[config.mk]
export PLATFORM = sky130hd
export DESIGN_NAME = l2_arbiter
export DESIGN_NICKNAME = d
export VERILOG_FILES = /design/src/rtl/l2_arbiter.sv
export SDC_FILE = /design/constraint.sdc
export NUM_CORES = 1
export LEC_CHECK = 0
export CORE_AREA = 2 2 534 536
export DETAILED_ROUTE_END_ITERATION = 8
export DIE_AREA = 0 0 536 538
export PLACE_DENSITY = 0.3
export SYNTH_ARGS = -nofsm -noshare
export SYNTH_HDL_FRONTEND = slang
export SYNTH_SLANG_ARGS = --single-unit
[constraint.sdc]
create_clock -name clk -period 12.74 [get_ports clk]
set_input_delay 1.911 -clock clk [delete_from_list [all_inputs] [get_ports clk]]
set_output_delay 1.911 -clock clk [all_outputs]
set_load 0.005 [all_outputs]
[src/rtl/l2_arbiter.sv]
// ---------------------------------------------------------------------------
// l2_arbiter
//
// Merges the L1 I-cache miss port (read-only) and the L1 D-cache miss /
// writeback port (read/write) onto the single line interface of the unified
// L2. A request is latched into the L2-facing registers when it is granted
// and is held there until the L2 returns its completion pulse. Only the
// granted requester sees that pulse. When both sides are waiting, the side
// that was not granted last time wins.
//
// Ports
//   clk, rst                 system clock, async active-high reset
//   i_mem_read/address       I-cache line read request
//   i_mem_resp/rdata         I-cache completion pulse and line data
//   d_mem_read/write         D-cache line read / writeback request
//   d_mem_address/wdata256   D-cache address and writeback data
//   d_mem_resp/rdata         D-cache completion pulse and line data
//   l2_read/write            registered request to L2
//   l2_address/wdata256      registered address / write data to L2
//   l2_rdata, l2_resp        line data and completion pulse from L2
//
// state   | meaning
// --------+--------------------------------------------------------------
// IDLE    | no request in flight; samples both L1 ports
// GRANT_I | I-cache read presented to L2, waiting for l2_resp
// GRANT_D | D-cache read or writeback presented to L2, waiting for l2_resp
// RECOVER | one dead cycle so the served L1 can drop its request
// ---------------------------------------------------------------------------
module l2_arbiter #(
  parameter int s_line = 256,
  parameter int s_addr = 32
) (
  input  logic              clk,
  input  logic              rst,

  input  logic              i_mem_read,
  input  logic [s_addr-1:0] i_mem_address,
  output logic              i_mem_resp,
  output logic [s_line-1:0] i_mem_rdata,

  input  logic              d_mem_read,
  input  logic              d_mem_write,
  input  logic [s_addr-1:0] d_mem_address,
  input  logic [s_line-1:0] d_mem_wdata256,
  output logic              d_mem_resp,
  output logic [s_line-1:0] d_mem_rdata,

  output logic              l2_read,
  output logic              l2_write,
  output logic [s_addr-1:0] l2_address,
  output logic [s_line-1:0] l2_wdata256,
  input  logic [s_line-1:0] l2_rdata,
  input  logic              l2_resp
);

  typedef enum logic [1:0] {
    IDLE    = 2'd0,
    GRANT_I = 2'd1,
    GRANT_D = 2'd2,
    RECOVER = 2'd3
  } state_t;

  // last_grant encoding: 0 = I-cache, 1 = D-cache
  localparam logic LG_I = 1'b0;
  localparam logic LG_D = 1'b1;

  state_t            state_q,      state_d;
  logic              last_grant_q, last_grant_d;
  logic              l2_read_q,    l2_read_d;
  logic              l2_write_q,   l2_write_d;
  logic [s_addr-1:0] l2_address_q, l2_address_d;
  logic [s_line-1:0] l2_wdata_q,   l2_wdata_d;

  logic pend_i;
  logic pend_d;
  logic pick_i;

  assign pend_i = i_mem_read;
  assign pend_d = d_mem_read | d_mem_write;
  // I wins when it is alone, or when both wait and D was served last.
  assign pick_i = pend_i & (~pend_d | (last_grant_q == LG_D));

  always_comb begin
    state_d      = state_q;
    last_grant_d = last_grant_q;
    l2_read_d    = l2_read_q;
    l2_write_d   = l2_write_q;
    l2_address_d = l2_address_q;
    l2_wdata_d   = l2_wdata_q;

    unique case (state_q)
      IDLE: begin
        if (pick_i) begin
          state_d      = GRANT_I;
          last_grant_d = LG_I;
          l2_read_d    = 1'b1;
          l2_write_d   = 1'b0;
          l2_address_d = i_mem_address;
          l2_wdata_d   = '0;
        end else if (pend_d) begin
          state_d      = GRANT_D;
          last_grant_d = LG_D;
          // read and write together is treated as a writeback
          l2_read_d    = d_mem_read & ~d_mem_write;
          l2_write_d   = d_mem_write;
          l2_address_d = d_mem_address;
          l2_wdata_d   = d_mem_wdata256;
        end
      end

      GRANT_I, GRANT_D: begin
        if (l2_resp) begin
          state_d    = RECOVER;
          l2_read_d  = 1'b0;
          l2_write_d = 1'b0;
        end
      end

      RECOVER: begin
        state_d = IDLE;
      end

      default: begin
        state_d    = IDLE;
        l2_read_d  = 1'b0;
        l2_write_d = 1'b0;
      end
    endcase
  end

  always_ff @(posedge clk or posedge rst) begin
    if (rst) begin
      state_q      <= IDLE;
      last_grant_q <= LG_I;
      l2_read_q    <= 1'b0;
      l2_write_q   <= 1'b0;
      l2_address_q <= '0;
      l2_wdata_q   <= '0;
    end else begin
      state_q      <= state_d;
      last_grant_q <= last_grant_d;
      l2_read_q    <= l2_read_d;
      l2_write_q   <= l2_write_d;
      l2_address_q <= l2_address_d;
      l2_wdata_q   <= l2_wdata_d;
    end
  end

  assign l2_read     = l2_read_q;
  assign l2_write    = l2_write_q;
  assign l2_address  = l2_address_q;
  assign l2_wdata256 = l2_wdata_q;

  // Completion is steered combinationally so the L1 sees it in the same
  // cycle as l2_resp; gating with rst keeps it quiet while reset is held.
  assign i_mem_resp  = ~rst & l2_resp & (state_q == GRANT_I);
  assign d_mem_resp  = ~rst & l2_resp & (state_q == GRANT_D);

  assign i_mem_rdata = l2_rdata;
  assign d_mem_rdata = l2_rdata;

endmodule

# ---- Word-level counts from Yosys, hierarchy flattened
# Cells that the tools add are included.
dict set report classes {
  n_eq_ne 5
  muxes 17
  n_bitwise 10
  n_reduce_logical 7
}
# operator n
set op_table {}
lappend op_table {{two-way mux 256 bit} 2}
lappend op_table {{two-way mux 32 bit} 2}
lappend op_table {{two-way mux 1 bit} 7}
lappend op_table {{two-way mux 2 bit} 3}
lappend op_table {{case mux 2 bit (3 select lines)} 1}
lappend op_table {{AND 1 bit} 5}
lappend op_table {{== test 2 bit (second input constant)} 2}
lappend op_table {{case mux 1 bit (2 select lines)} 2}
lappend op_table {{AND reduction 2 bit} 2}
lappend op_table {{nonzero test 2 bit} 2}
lappend op_table {{!= test 3 bit (second input constant)} 1}
lappend op_table {{inverter 1 bit} 3}
lappend op_table {{AND reduction 3 bit} 1}
lappend op_table {{== test 2 x 1 -> 1 bit (second input constant)} 1}
lappend op_table {{zero test 2 bit} 1}
lappend op_table {{!= test 2 bit (second input constant)} 1}
lappend op_table {{bitwise OR 1 bit} 2}
lappend op_table {{OR reduction 2 bit} 1}
dict set report totals {
  reg_bits 293
  inputBits 582
  output_inout_bits 804
  word_cells 45
}

# ---- Longest topological paths before layout
dict set report logic_depth {
  depth_word 6
  depth_mapped 8
}

# ---- Worst setup path before layout
# OpenSTA, ideal clock, no wires.
dict set report synth_path {
  kind {input -> output}
  from {input port rst}
  to {output port d_mem_resp}
  arrival_time_ns 8.698
  required_time_ns 10.829
  slack_ns 2.131
  path_stages 2
  n_path_buf 0
  path_cell_list {inv_1 -> and3_1}
}
dict set report synth_between {
  elab_chain_len 3
}
# item line
set synth_lines {}
lappend synth_lines {{from (decl)} 34} ;# input logic rst,
lappend synth_lines {{inverter 1 bit} 157} ;# assign d_mem_resp = ~rst & l2_resp & (state_q == GRANT_D);
lappend synth_lines {{AND 1 bit (2 in series)} 157}
lappend synth_lines {{to (decl)} 45} ;# output logic d_mem_resp,
# Every way passes these cells.

# ---- Worst setup path in the final report
dict set report layout_path {
  from {input port rst}
  to {output port i_mem_resp}
}
dict set report layout_between {
  elab_chain_len 3
}
# item line
set layout_lines {}
lappend layout_lines {{inverter 1 bit} 156} ;# assign i_mem_resp = ~rst & l2_resp & (state_q == GRANT_I);
lappend layout_lines {{AND 1 bit (2 in series)} 156}
lappend layout_lines {{to (decl)} 38} ;# output logic i_mem_resp,
# Every way passes these cells.

==> flow_summary.json <==
{
  "hp-class": "reg2reg",
  "clkSlewWorstSetupHoldPaths_ns": 0.05,
  "post-dp-hpwl_um": 120000,
  "worstPathCellList": "clkdlybuf4s50_1 -> inv_8 -> and3_1 -> clkdlybuf4s50_1",
  "fin_util_pct": 8.23,
  "grt-ovfl-total": 0,
  "clock_latency_ns": 0.72,
  "ys_ff_latch": 293,
  "drtPass1Iterations": 4,
  "tns_ns": 0,
  "power_density_nw_per_um2": 235,
  "tightest_slew_ns": 0.936,
  "setup_viol": 0,
  "dieArea_um2": 288000,
  "clk_path_buf_depth": 3,
  "worstSetupStartpointType": "input pin",
  "final_net_count": 1981,
  "total_power_uw": 5480,
  "drc": 0,
  "endpoint_kind": "output pin",
  "status": "complete, no violations",
  "syn-cell-area_um2": 14800,
  "synth_area_leaders": "dfrtp_1, buf_4, a22o_1",
  "synth.distinct_cells": 28,
  "top_layer": "met5",
  "numPortBuffers": 617,
  "cts_tree": "built",
  "start_util_pct": 5.23,
  "fin_skew_ns": 0.0427,
  "cp.required_ns": 10.83,
  "cts_hold_buf": 0,
  "post-cts-setup-buffer-count": 0,
  "cpPeakStageDelay_ns": 0.53,
  "irDropWorstVdd_mv": 0.0950,
  "cap_violations": 0,
  "r2r_slack_ns": 9.25,
  "synth_top_area_share_pct": 49.5,
  "fmax_mhz": 177,
  "hold_viol_final": 0,
  "finalCriticalPeriod_ns": 5.65,
  "syn_avg_cell_area_um2": 11.4,
  "pin_count": 1386,
  "drive_gt1_share_pct": 7.53,
  "fp.dieH_um": 538,
  "yosysWarnings": 0,
  "placementRows": 196,
  "core_um2": 283000,
  "grt_pass1_vias": 11400,
  "fill_cells": 32800,
  "via_per_inst": 2.14,
  "crit_fanout": 56,
  "cts.sinks": 293,
  "synth.yosys.seq_area_share_pct": 49.5,
  "synthesis.nets": 1887,
  "cts_resized": 0,
  "cp.arrival_ns": 3.73,
  "antenna_left": 0,
  "root_buffer": "clkbuf_16",
  "grt_pass1_wl_um": 165000,
  "layout_commonest_cell": "clkdlybuf4s50_1",
  "dr_wl_met2_um": 62600,
  "cp_slowest_cell": "clkdlybuf4s50_1",
  "leakage_uw": 0.00824,
  "initialDrtViolationCount": 461,
  "rsz0062_at_grt": "no",
  "gp_congestion": 0.697,
  "area_growth_syn_to_layout_pct": 57.3,
  "antenna_found_initial": 134,
  "max-slew-margin-rel_pct": 37.6,
  "yosysTopAreaCell": "dfrtp_1",
  "layout_common_cells": "clkdlybuf4s50_1, dfrtp_1, a22o_1",
  "drv_slew": 0,
  "die_w_um": 536,
  "setup.worst_path.class": "in2out",
  "wirelength_met1_um": 41200,
  "fin_crit_sh_pct": 44.3,
  "htree_levels": 2,
  "grt_max_degree": 110,
  "groute.usage.overall_pct": 9.36,
  "crit_path_frequent_cell": "clkdlybuf4s50_1",
  "drt-total-wl_um": 140000,
  "syn-instance-count": 1301,
  "cts_made_buffers": 49,
  "avgRoutedWirePerCell_um": 27.0,
  "vias": 11100,
  "wl_met3_um": 28500
}
[routing by layer]
layer	vias to the layer above	global-route usage, %
met4	36	4.34
met3	484	8.65
met5	-	0.296
met1	5078	7.86
met2	1230	15.0
li1	4280	-
[where the power goes]
group / leakage (uW) / internal [uW] / switching (uW)
logic: 0.00368 / 1130 / 1280
clock network: 0.000858 / 923 / 587
registers: 0.00370 / 1330 / 238
total: 0.00824 / 3380 / 2100
[registers in the layout (all words and copies together) (netlist names)]
name	flops
l2_write	1
l2_wdata256	256
last_grant_q	1
l2_read	1
state_q	2
l2_address	32
[path summary, 6_finish.rpt]
check | startpoint | endpoint | cells after the start
max in group asynchronous | rst | l2_wdata256[161] | 4
min in group asynchronous | rst | l2_wdata256[10] | 2
hold reg to reg | l2_wdata256[4] | l2_wdata256[4] | 1
hold / removal | l2_wdata256[4] | l2_wdata256[4] | 1
setup reg to reg | state_q[0] | l2_wdata256[91] | 7
setup / recovery | rst | i_mem_resp | 4
[per-stage QoR]
step	setup WS, ns	area, um^2	hold slack [ns]	cells
after floorplan	2.13	14800	0.496	1301
after global routing	6.99	23300	0.512	5198
final	7.09	23300	0.500	5200
after detailed placement	7.04	21500	0.490	5106
after CTS	7.03	23300	0.506	5196
after global placement	7.01	21500	0.487	5106
[cell families (layout without fill, tap and decap cells)]
logic type	Yosys count	count (layout)	share of synthesized area [%]
simple gates	37	37	0.979
other cells	0	4	0
compound gates	367	367	19.4
mux	3	3	0.211
buf+inv	597	730	29.6
flops	293	293	49.5
fa+ha+maj	4	4	0.338
[worst max-delay path: cells and delay by family]
| kind | cells | cell delay, ns |
|---|---|---|
| buffers and inverters | 3 | 1.34 |
| and+or+nand+nor | 1 | 0.27 |
[final cells by class]
class	instances	area (um^2)	share of cell area (%)
clock buffers	65	1380	5.90
inverters	7	33.8	0.145
clock inverters	25	397	1.70
repair buffers	633	6320	27.1
multi-input cells	411	3140	13.5
flip-flops and latches	293	7330	31.5
well taps	3762	4710	20.2
diodes	4	10.0	0.0429
[Yosys cell counts]
master,n
inv_1,7
a21oi_1,32
o2bb2ai_1,1
mux2i_1,2
o31ai_1,1
and3_1,2
ha_1,4
buf_2,38
mux2_2,1
o31a_1,1
o21ba_2,1
a31oi_1,32
buf_1,2
a21boi_0,1
nor3_1,1
buf_6,22
o211a_1,1
nor2_1,32
o21ai_0,33
a21o_1,1
buf_4,515
clkbuf_1,13
nand2_1,2
o22ai_1,3
dfrtp_1,293
a22oi_1,1
a22o_1,258
o21bai_1,1
(Power assumes the default switching activity.)
